`src/rtl/alu_sched_pkg.sv`:
```
// Shared types and constants for the serial-ALU request scheduler.
package alu_sched_pkg;

  localparam int unsigned NREQ_DEF        = 4;
  localparam int unsigned DATA_W_DEF      = 8;
  localparam int unsigned OP_W_DEF        = 3;
  localparam int unsigned RES_W_DEF       = 16;
  localparam int unsigned TIMEOUT_CYC_DEF = 64;

  typedef enum logic [2:0] {
    ST_IDLE,
    ST_GRANT,
    ST_SEND,
    ST_WAIT,
    ST_RECV,
    ST_RESP
  } state_e;

  // Opcodes understood by the serial ALU; also used by its test environment.
  typedef enum logic [2:0] {
    OP_ADD = 3'b000,
    OP_AND = 3'b001,
    OP_OR  = 3'b010,
    OP_XOR = 3'b011,
    OP_SUB = 3'b100,
    OP_MUL = 3'b101
  } op_e;

  // Serial command frame: operand A, operand B, opcode.
  function automatic int unsigned frame_w(input int unsigned data_w, input int unsigned op_w);
    return 2 * data_w + op_w;
  endfunction

endpackage

```
`src/rtl/rr_arbiter.sv`:
```
// Round-robin arbiter: rotating priority starting just after the last winner.
module rr_arbiter #(
  parameter int unsigned NREQ = 4
) (
  input  logic                    clk,
  input  logic                    rst_n,
  input  logic [NREQ-1:0]         req_i,
  input  logic                    en_i,
  output logic [NREQ-1:0]         grant_oh_c,
  output logic [$clog2(NREQ)-1:0] grant_idx_c,
  output logic                    any_c
);

  localparam int unsigned IDX_W = $clog2(NREQ);

  logic [IDX_W-1:0] ptr_q;
  logic [IDX_W-1:0] cand;

  // First requester found searching from ptr+1 with wrap-around.
  always_comb begin
    grant_oh_c  = '0;
    grant_idx_c = '0;
    any_c       = 1'b0;
    cand        = '0;
    for (int unsigned k = 1; k <= NREQ; k++) begin
      cand = IDX_W'((32'(ptr_q) + k) % NREQ);
      if (!any_c && req_i[cand]) begin
        any_c             = 1'b1;
        grant_idx_c       = cand;
        grant_oh_c[cand]  = 1'b1;
      end
    end
  end

  // Pointer follows the winner; reset value gives requester 0 first priority.
  always_ff @(posedge clk or negedge rst_n) begin
    if (!rst_n) begin
      ptr_q <= IDX_W'(NREQ - 1);
    end else if (en_i && any_c) begin
      ptr_q <= grant_idx_c;
    end
  end

endmodule

```
`src/rtl/alu_req_scheduler.sv`:
```
// Shares one serial ALU among NREQ requesters: grant, serialize, await, deserialize, respond.
module alu_req_scheduler
  import alu_sched_pkg::*;
#(
  parameter int unsigned NREQ        = NREQ_DEF,
  parameter int unsigned DATA_W      = DATA_W_DEF,
  parameter int unsigned OP_W        = OP_W_DEF,
  parameter int unsigned RES_W       = RES_W_DEF,
  parameter int unsigned TIMEOUT_CYC = TIMEOUT_CYC_DEF
) (
  input  logic                    clk,
  input  logic                    rst_n,
  input  logic [NREQ-1:0]         req_valid,
  output logic [NREQ-1:0]         req_ready,
  input  logic [NREQ*DATA_W-1:0]  req_a,
  input  logic [NREQ*DATA_W-1:0]  req_b,
  input  logic [NREQ*OP_W-1:0]    req_op,
  output logic                    rsp_valid,
  input  logic                    rsp_ready,
  output logic [$clog2(NREQ)-1:0] rsp_id,
  output logic [RES_W-1:0]        rsp_data,
  output logic                    rsp_err,
  output logic                    enable_n,
  output logic                    din,
  input  logic                    dout,
  input  logic                    dout_valid
);

  localparam int unsigned IDX_W     = $clog2(NREQ);
  localparam int unsigned FRAME_W   = frame_w(DATA_W, OP_W);
  localparam int unsigned BIT_CNT_W = $clog2(FRAME_W);
  localparam int unsigned RES_CNT_W = $clog2(RES_W);
  localparam int unsigned TO_W      = $clog2(TIMEOUT_CYC + 1);

  state_e                 state_q;
  logic [NREQ-1:0]        req_ready_q;
  logic [FRAME_W-1:0]     frame_q;
  logic [BIT_CNT_W-1:0]   bit_cnt_q;
  logic [RES_CNT_W-1:0]   res_cnt_q;
  logic [TO_W-1:0]        to_cnt_q;
  logic                   enable_n_q;
  logic                   din_q;
  logic                   rsp_valid_q;
  logic [IDX_W-1:0]       rsp_id_q;
  logic [RES_W-1:0]       rsp_data_q;
  logic                   rsp_err_q;

  logic [NREQ-1:0]        arb_oh_c;
  logic [IDX_W-1:0]       arb_idx_c;
  logic                   arb_any_c;
  logic [FRAME_W-1:0]     cmd_frame_c;

  rr_arbiter #(
    .NREQ (NREQ)
  ) u_arb (
    .clk         (clk),
    .rst_n       (rst_n),
    .req_i       (req_valid),
    .en_i        (state_q == ST_IDLE),
    .grant_oh_c  (arb_oh_c),
    .grant_idx_c (arb_idx_c),
    .any_c       (arb_any_c)
  );

  // Payload of the winning requester, packed as A, B, opcode (MSB first on the wire).
  assign cmd_frame_c = {req_a[32'(arb_idx_c) * DATA_W +: DATA_W],
                        req_b[32'(arb_idx_c) * DATA_W +: DATA_W],
                        req_op[32'(arb_idx_c) * OP_W +: OP_W]};

  // Scheduler FSM with registered outputs; reset aborts any in-flight command.
  always_ff @(posedge clk or negedge rst_n) begin
    if (!rst_n) begin
      state_q     <= ST_IDLE;
      req_ready_q <= '0;
      frame_q     <= '0;
      bit_cnt_q   <= '0;
      res_cnt_q   <= '0;
      to_cnt_q    <= '0;
      enable_n_q  <= 1'b1;
      din_q       <= 1'b0;
      rsp_valid_q <= 1'b0;
      rsp_id_q    <= '0;
      rsp_data_q  <= '0;
      rsp_err_q   <= 1'b0;
    end else begin
      req_ready_q <= '0;
      unique case (state_q)
        ST_IDLE: begin
          // Winner is decided here so its accept pulse is visible during GRANT.
          if (arb_any_c) begin
            req_ready_q <= arb_oh_c;
            frame_q     <= cmd_frame_c;
            rsp_id_q    <= arb_idx_c;
            state_q     <= ST_GRANT;
          end
        end
        ST_GRANT: begin
          enable_n_q <= 1'b0;
          din_q      <= frame_q[FRAME_W-1];
          frame_q    <= {frame_q[FRAME_W-2:0], 1'b0};
          bit_cnt_q  <= '0;
          rsp_data_q <= '0;
          state_q    <= ST_SEND;
        end
        ST_SEND: begin
          if (bit_cnt_q == BIT_CNT_W'(FRAME_W - 1)) begin
            enable_n_q <= 1'b1;
            din_q      <= 1'b0;
            to_cnt_q   <= '0;
            state_q    <= ST_WAIT;
          end else begin
            din_q     <= frame_q[FRAME_W-1];
            frame_q   <= {frame_q[FRAME_W-2:0], 1'b0};
            bit_cnt_q <= bit_cnt_q + BIT_CNT_W'(1);
          end
        end
        ST_WAIT: begin
          // Data arriving on the expiry cycle wins over the timeout.
          if (dout_valid) begin
            rsp_data_q[RES_W-1] <= dout;
            res_cnt_q           <= RES_CNT_W'(1);
            state_q             <= ST_RECV;
          end else if (to_cnt_q == TO_W'(TIMEOUT_CYC - 1)) begin
            rsp_valid_q <= 1'b1;
            rsp_err_q   <= 1'b1;
            rsp_data_q  <= '0;
            state_q     <= ST_RESP;
          end else begin
            to_cnt_q <= to_cnt_q + TO_W'(1);
          end
        end
        ST_RECV: begin
          if (dout_valid) begin
            rsp_data_q[RES_CNT_W'(RES_W - 1) - res_cnt_q] <= dout;
            if (res_cnt_q == RES_CNT_W'(RES_W - 1)) begin
              rsp_valid_q <= 1'b1;
              rsp_err_q   <= 1'b0;
              state_q     <= ST_RESP;
            end else begin
              res_cnt_q <= res_cnt_q + RES_CNT_W'(1);
            end
          end else begin
            // Truncated result: keep the left-aligned partial value and flag it.
            rsp_valid_q <= 1'b1;
            rsp_err_q   <= 1'b1;
            state_q     <= ST_RESP;
          end
        end
        ST_RESP: begin
          if (rsp_ready) begin
            rsp_valid_q <= 1'b0;
            rsp_err_q   <= 1'b0;
            state_q     <= ST_IDLE;
          end
        end
        default: state_q <= ST_IDLE;
      endcase
    end
  end

  assign req_ready = req_ready_q;
  assign rsp_valid = rsp_valid_q;
  assign rsp_id    = rsp_id_q;
  assign rsp_data  = rsp_data_q;
  assign rsp_err   = rsp_err_q;
  assign enable_n  = enable_n_q;
  assign din       = din_q;

endmodule

```
`config.mk`:
```
export PLATFORM = sky130hd
export DESIGN_NAME = alu_req_scheduler
export DESIGN_NICKNAME = d
export VERILOG_FILES = /design/src/rtl/alu_sched_pkg.sv /design/src/rtl/rr_arbiter.sv /design/src/rtl/alu_req_scheduler.sv
export SDC_FILE = /design/constraint.sdc
export NUM_CORES = 1
export LEC_CHECK = 0
export BUFFER_PORTS_ARGS = -buffer_cell sky130_fd_sc_hd__buf_2
export CAP_MARGIN = 20
export CORE_ASPECT_RATIO = 0.9
export CORE_MARGIN = 4
export CORE_UTILIZATION = 59
export DETAILED_ROUTE_END_ITERATION = 16
export PLACE_DENSITY_LB_ADDON = 0.15
export SLEW_MARGIN = 40
export SYNTH_ARGS = -nofsm -noshare
export SYNTH_HDL_FRONTEND = slang
export SYNTH_SLANG_ARGS = --single-unit
```
`constraint.sdc`:
```
create_clock -name clk -period 7.5 [get_ports clk]
set_input_delay 1.875 -clock clk [delete_from_list [all_inputs] [get_ports clk]]
set_output_delay 1.875 -clock clk [all_outputs]
set_load 0.02 [all_outputs]
```
* After elaboration in Yosys (flattened, before gate mapping)
Index checks and enable logic that the tools add are counted.
** Word-level totals
- Output and inout port bits :: 26
- Input bits :: 85
- Logic and storage cells :: 160
- Register bits after elaboration :: 66
** Cells by class
- Reduce and logical (&&, ||, !) cells :: 29
- Shifts and indexed selects :: 3
- Equality and inequality tests :: 20
- Multipliers :: 1
- Bitwise operators :: 3
- Muxes and demuxes :: 72
- Order comparisons :: 10
- Add/subtract/negate cells :: 8
** Operators with widths (number)
- $shiftx A32 B6 Y8 :: 2
- $pmux W19 S3 :: 1
- $pmux W16 S3 :: 1
- $mux W19 :: 2
- $mux W4 :: 9
- $mux W16 :: 2
- $mux W1 :: 23
- $mux W3 :: 7
- $mux W7 :: 3
- $ne A2 B2 Y1 const B :: 10
- $pmux W3 S6 :: 1
- $bwmux W16 :: 1
- $mux W15 :: 1
- $pmux W7 S2 :: 1
- $lt A2 B3 Y1 const B :: 4
- $or A4 B4 Y4 :: 3
- $reduce_and A4 Y1 :: 3
- $shiftx A12 B5 Y3 :: 1
- $pmux W5 S2 :: 1
- $reduce_and A5 Y1 :: 2
- $logic_and A1 B1 Y1 :: 9
- $reduce_bool A3 Y1 :: 3
- $bmux W1 S2 :: 4
- $demux W1 S2 :: 4
- 28 further kinds :: 48

* Depth between registers and ports, before layout
- Word-level depth :: 17
- Depth in mapped cells :: 12
- Mapped depth without buffers :: 8

* Hierarchy
A second synthesis with hierarchy kept.
** Unflattened totals
- Cells, all modules :: 413
- Area total of the unflattened synthesis :: 4430.5 um2
** Modules (own cells, without submodules)
- alu_req_scheduler :: times used 1, area an instance 3886.2 um2, cells each 356, sequential area each 1602.8 um2
- rr_arbiter :: times used 1, area an instance 544.3 um2, cells each 57, sequential area each 52.6 um2

* Least setup slack after synthesis
Ideal clock, no wire load.
- Kind :: input to register
- Start point :: input req_valid[1]
- End point :: register frame_q[17]
- Path buffers :: 2
- Data required time :: 7.366 ns
- Setup time :: 0.134 ns
- Stages on the path :: 8
- Arrival time :: 3.721 ns
- Slack :: 3.645 ns
- Path through :: buf_2 > mux4_2 > nor2b_4 > buf_6 > or4_1 > o311a_1 > a222oi_1 > o21ai_1
** Between the ends
- Longest elaborated chain between the ends :: 15
- Elaborated cells between the ends (all ways) :: 27
- Those cells by class :: eq/ne: 1; shift: 1; mux: 18; reduce/logical: 7
** RTL lines
- start: declaration :: RTL line alu_req_scheduler.sv:13 : input logic [NREQ-1:0] req_valid,
- $bmux W1 S2 :: RTL line rr_arbiter.sv:27 : if (!any_c && req_i[cand]) begin
- $mux W1 (implied by the code) :: RTL line rr_arbiter.sv:27
- $mux W1 :: RTL line rr_arbiter.sv:27
- $logic_not A1 Y1 :: RTL line rr_arbiter.sv:27
- $logic_and A1 B1 Y1 :: RTL line rr_arbiter.sv:27
- $mux W1 :: RTL line rr_arbiter.sv:27
- $logic_not A1 Y1 :: RTL line rr_arbiter.sv:27
- $logic_and A1 B1 Y1 :: RTL line rr_arbiter.sv:27
- $mux W1 :: RTL line rr_arbiter.sv:27
- $logic_not A1 Y1 :: RTL line rr_arbiter.sv:27
- $logic_and A1 B1 Y1 :: RTL line rr_arbiter.sv:27
- $mux W2 :: RTL line rr_arbiter.sv:27
- $shiftx A32 B6 Y8 :: RTL line alu_req_scheduler.sv:66 : assign cmd_frame_c = {req_a[32'(arb_idx_c) * DATA_W +: DATA_W],
- $mux W19 :: RTL line alu_req_scheduler.sv:90 : if (arb_any_c) begin
- $pmux W19 S3 :: RTL line alu_req_scheduler.sv:87 : unique case (state_q)
- end signal: assignment :: RTL line alu_req_scheduler.sv:92 : frame_q <= cmd_frame_c;
- end signal: assignment :: RTL line alu_req_scheduler.sv:100 : frame_q <= {frame_q[FRAME_W-2:0], 1'b0};
- end signal: assignment :: RTL line alu_req_scheduler.sv:113 : frame_q <= {frame_q[FRAME_W-2:0], 1'b0};
- end: declaration :: RTL line alu_req_scheduler.sv:37 : logic [FRAME_W-1:0] frame_q;
Parallel ways exist; a longest one is shown, timed or not. The select of a mux whose other input is x is not followed.
A chain may end at the register's enable or synchronous reset.

* Final worst setup path
- Start point :: input req_valid[1]
- End point :: register frame_q[6]
** Between the ends
- Longest elaborated chain between the ends :: 15
- Elaborated cells between the ends (all ways) :: 27
- Those cells by class :: eq/ne: 1; shift: 1; mux: 18; reduce/logical: 7
** RTL lines
- $bmux W1 S2 :: RTL line rr_arbiter.sv:27
- $mux W1 (implied by the code) :: RTL line rr_arbiter.sv:27
- $mux W1 :: RTL line rr_arbiter.sv:27
- $logic_not A1 Y1 :: RTL line rr_arbiter.sv:27
- $logic_and A1 B1 Y1 :: RTL line rr_arbiter.sv:27
- $mux W1 :: RTL line rr_arbiter.sv:27
- $logic_not A1 Y1 :: RTL line rr_arbiter.sv:27
- $logic_and A1 B1 Y1 :: RTL line rr_arbiter.sv:27
- $mux W1 :: RTL line rr_arbiter.sv:27
- $logic_not A1 Y1 :: RTL line rr_arbiter.sv:27
- $logic_and A1 B1 Y1 :: RTL line rr_arbiter.sv:27
- $mux W2 :: RTL line rr_arbiter.sv:27
- $shiftx A32 B6 Y8 :: RTL line alu_req_scheduler.sv:67 : req_b[32'(arb_idx_c) * DATA_W +: DATA_W],
- $mux W19 :: RTL line alu_req_scheduler.sv:90
- $pmux W19 S3 :: RTL line alu_req_scheduler.sv:87
Parallel ways exist; a longest one is shown, timed or not. The select of a mux whose other input is x is not followed.

==> results.py <==
metrics = {
    "timing": {
        "tightest_slew_ns": 0.686,
        "fin_crit_ns": 4.00,
        "maxSlewViolCount": 0,
        "timing_hold_violations_final": 0,
        "fmax_mhz": 250,
        "fin_crit_sh_pct": 53.4,
        "maxSlewHeadroom_pct": 54.1,
        "setup-violations-final": 0,
        "rsz0062_at_grt": "false",
        "setup_tns_ns": 0,
        "fin_worst_skew_ns": 0.00867,
    },
    "global_route": {
        "grt-ovfl-total": 0,
        "grt_pass1_vias": 4643,
        "antenna_found_initial": 0,
        "grt_pass1_wl_mm": 21.9,
        "track_usage_pct": 28.5,
        "grt_max_degree": 52,
    },
    "critical_path": {
        "end_kind": "register",
        "critPathTopFamily": "compound AO/OA/AOI/OAI gates",
        "path_cells": "buf_2 > mux4_4 > o21ai_0 > nand2_2 > o221ai_1 > o211ai_1",
        "start_kind": "primary input",
        "cp.required_ns": 7.72,
        "crit_buf_inv": 1,
        "crit_arrival_ns": 4.22,
        "cp_slowest_cell": "mux4_4",
        "critical_path.max_fanout": 35,
        "slowest_delay_ns": 0.72,
        "crit_type": "primary input to register",
    },
    "yosys": {
        "synth_edf_count": 0,
        "synth_compound_area_share_pct": 35.5,
        "synthMuxAreaShare_pct": 7.61,
        "synthAdderAreaFrac_pct": 3.99,
        "synth_xor_area_share_pct": 1.12,
        "synth_seq_cells": 66,
        "synthArstFlopShare_pct": 100,
        "synthTopCellsByCount": "dfrtp_1 (63), o21ai_0 (58), nor2_1 (52), o221ai_1 (36), nand2_1 (29)",
        "synth_area_leaders": "dfrtp_1 (34%), o221ai_1 (6.7%), o21ai_0 (6.2%), mux2_2 (5.3%), nor2_1 (4.2%)",
        "yosys_warnings": 0,
        "yosys.cell_types.count": 57,
        "synth_flop_cell": "dfrtp_1",
        "synth_area_per_cell_um2": 8.94,
        "postSynthCellCount": 526,
        "synth.top_cell.area_share_pct": 33.5,
        "synth-simple-area-share_pct": 12.0,
        "syn-cell-area_mm2": 0.00470,
        "synth_top_area_cell": "dfrtp_1",
        "synth_most_common_cell": "dfrtp_1",
        "synth_top_family_by_area": "compound AO/OA/AOI/OAI gates",
        "synth_fp_nets": 626,
        "synth.yosys.seq_area_share_pct": 35.2,
    },
    "placed_design": {
        "hpwlAfterDp_mm": 9.35,
        "port_buffers": 110,
        "gp_congestion": 0.894,
    },
    "finish": {
        "nets": 718,
        "synthToLayoutAreaGrowth_pct": 17.4,
        "multi_input_comb_area_mm2": 0.00286,
        "ff_latch_area_mm2": 0.00166,
        "fillCellCount": 592,
        "final_util_pct": 72.1,
        "diodes": 0,
        "drive_gt1_share_pct": 27.1,
    },
    "clock_network": {
        "clk_latency_ns": 0.36,
        "htreeDepth": 3,
        "hold_buffers": 0,
        "clkTransAtPathRegs_ns": 0.08,
        "numCtsBuffers": 9,
        "cts_tree": "done",
        "clockBufferDepth": 2,
        "cts_resized": 0,
        "cts-root-buf": "clkbuf_8",
        "clock_sinks": 66,
        "postCtsSetupBuffers": 0,
    },
    "detailed_routing": {
        "drc": 0,
        "first_pass_iters": 5,
        "dr_total_vias": 4814,
        "antenna_left": 0,
        "drt_wl_total_mm": 13.3,
        "viasPerCell": 6.70,
        "drtIter0Drc": 468,
        "wl_per_cell_um": 18.5,
    },
    "pwr": {
        "ir_drop_mv": 0.329,
        "combinationalPowerShare_pct": 57.9,
        "p_leak_nw": 2.43,
        "clkPwrFrac_pct": 13.7,
        "p_sw_mw": 1.06,
        "switching_share_pct": 47.4,
        "power_density_mw_per_mm2": 407,
        "p_seq_share_pct": 28.4,
        "p_int_mw": 1.18,
    },
    "floorplan": {
        "core_mm2": 0.00766,
        "die_h_um": 92.7,
        "num_io_pins": 111,
        "fp-row-count": 30,
        "die_area_mm2": 0.00946,
        "initial_core_util_pct": 61.4,
        "die_x_um": 102,
    },
    "run": {
        "maxCapViolCount": 0,
    },
    "hold_path": {
        "holdCritPathClass": "register to register",
    },
    "outcome": {
        "status": "completed",
    },
}
[cell families (layout without fill, tap and decap cells)]
kind of cell	count (synthesis)	after routing
xor gates and xnor gates	6	6
muxes	29	29
and+or+nand+nor	122	122
buffers and inverters	49	146
DFF	66	66
adders and majority gates	15	15
AOI/OAI and AO/OA	239	239
[worst reg2reg max path: cells and delay by family (launching register included)]
kind            cells  cell delay [ns]
simple gates        2             0.72
buf+inv             1             0.24
compound gates      3             0.95
flops               1             0.95
fa+ha+maj           1             0.48
mux                 1             0.25
[per-layer routing]
layer / GRT usage, % / vias up / wire, um
li1: - / 2229 / -
met5: 0 / - / 0
met1: 37.0 / 2316 / 5470
met3: 6.33 / 31 / 1010
met4: 11.0 / 0 / 293
met2: 46.2 / 238 / 6540
[cells in the final DEF (no fill, tap or decap), types with 2 or more instances in the layout]
cell        instances
nand4_1             2
dfrtp_1            63
and3_1              5
o22a_1             19
nor2b_1             3
a22oi_1            24
o221ai_1           36
nand2_1            28
o21ai_0            58
nor3b_1             2
mux4_2              2
nand2b_1            2
xnor2_1             3
inv_1              10
a221oi_1            4
o21a_1             22
o311a_1             2
mux2_2             22
dfstp_2             2
a21oi_1            25
buf_2             111
or4_1               2
nor2_1             51
a21o_1              6
a32o_1              2
nor3_1              8
ha_1               15
o211ai_1           19
clkinvlp_4          3
mux2i_1             4
xor2_1              3
a31oi_1             9
a22o_1              3
clkbuf_8            9
nand3_1             7
buf_4               5
a32oi_1             2
[power by group through the flow]
| stage | combinational, mW | sequential (mW) | clock [mW] |
|---|---|---|---|
| floorplan | 1.01 | 0.574 | 0 |
| global placement | 1.19 | 0.629 | 0 |
| detailed placement | 1.28 | 0.638 | 0 |
| CTS | 1.28 | 0.633 | 0.310 |
| global route | 1.42 | 0.659 | 0.325 |
| finish | 1.30 | 0.637 | 0.307 |
[worst paths after layout]
path | from | end | slack [ns] | depth (start not counted)
setup / recovery | req_valid[1] | frame_q[6]$_DFFE_PN0P_ | 3.50 | 6
hold / removal | rsp_valid$_DFFE_PN0P_ | rsp_valid$_DFFE_PN0P_ | 0.48 | 1
setup reg to reg | u_arb.ptr_q[0]$_DFFE_PN1P_ | frame_q[6]$_DFFE_PN0P_ | 3.77 | 8
hold reg to reg | rsp_valid$_DFFE_PN0P_ | rsp_valid$_DFFE_PN0P_ | 0.48 | 1
max in group asynchronous | rst_n | u_arb.ptr_q[1]$_DFFE_PN1P_ | 5.37 | 3
min in group asynchronous | rst_n | bit_cnt_q[4]$_DFFE_PN0P_ | 1.53 | 2
[registers in the layout, summed over array words and instances (netlist names), 3 cells and up]
register,flops
frame_q,19
rsp_data,16
to_cnt_q,7
bit_cnt_q,5
req_ready,4
res_cnt_q,4
state_q,3
[layout make-up]
type	instances	share of cell area (%)
clock buffers	10	2.31
clock inverters	6	1.20
inverters	12	0.816
multi-input cells	411	51.8
flip-flops and latches	66	30.1
well taps	96	2.18
repair buffers	118	11.6
[per-stage QoR]
stage / hold slack [ns] / area (um^2) / instances / setup slack (ns) / power [mW]
2_1_floorplan: 0.467 / 4700 / 526 / 3.64 / 1.59
3_3_place_gp: 0.460 / 5260 / 700 / 3.02 / 1.82
3_5_place_dp: 0.465 / 5330 / 703 / 3.20 / 1.92
4_1_cts: 0.483 / 5520 / 719 / 3.56 / 2.23
5_1_grt: 0.503 / 5520 / 719 / 3.43 / 2.41
6_report: 0.478 / 5520 / 719 / 3.50 / 2.25
No activity file was read; power rests on OpenSTA's default activity.
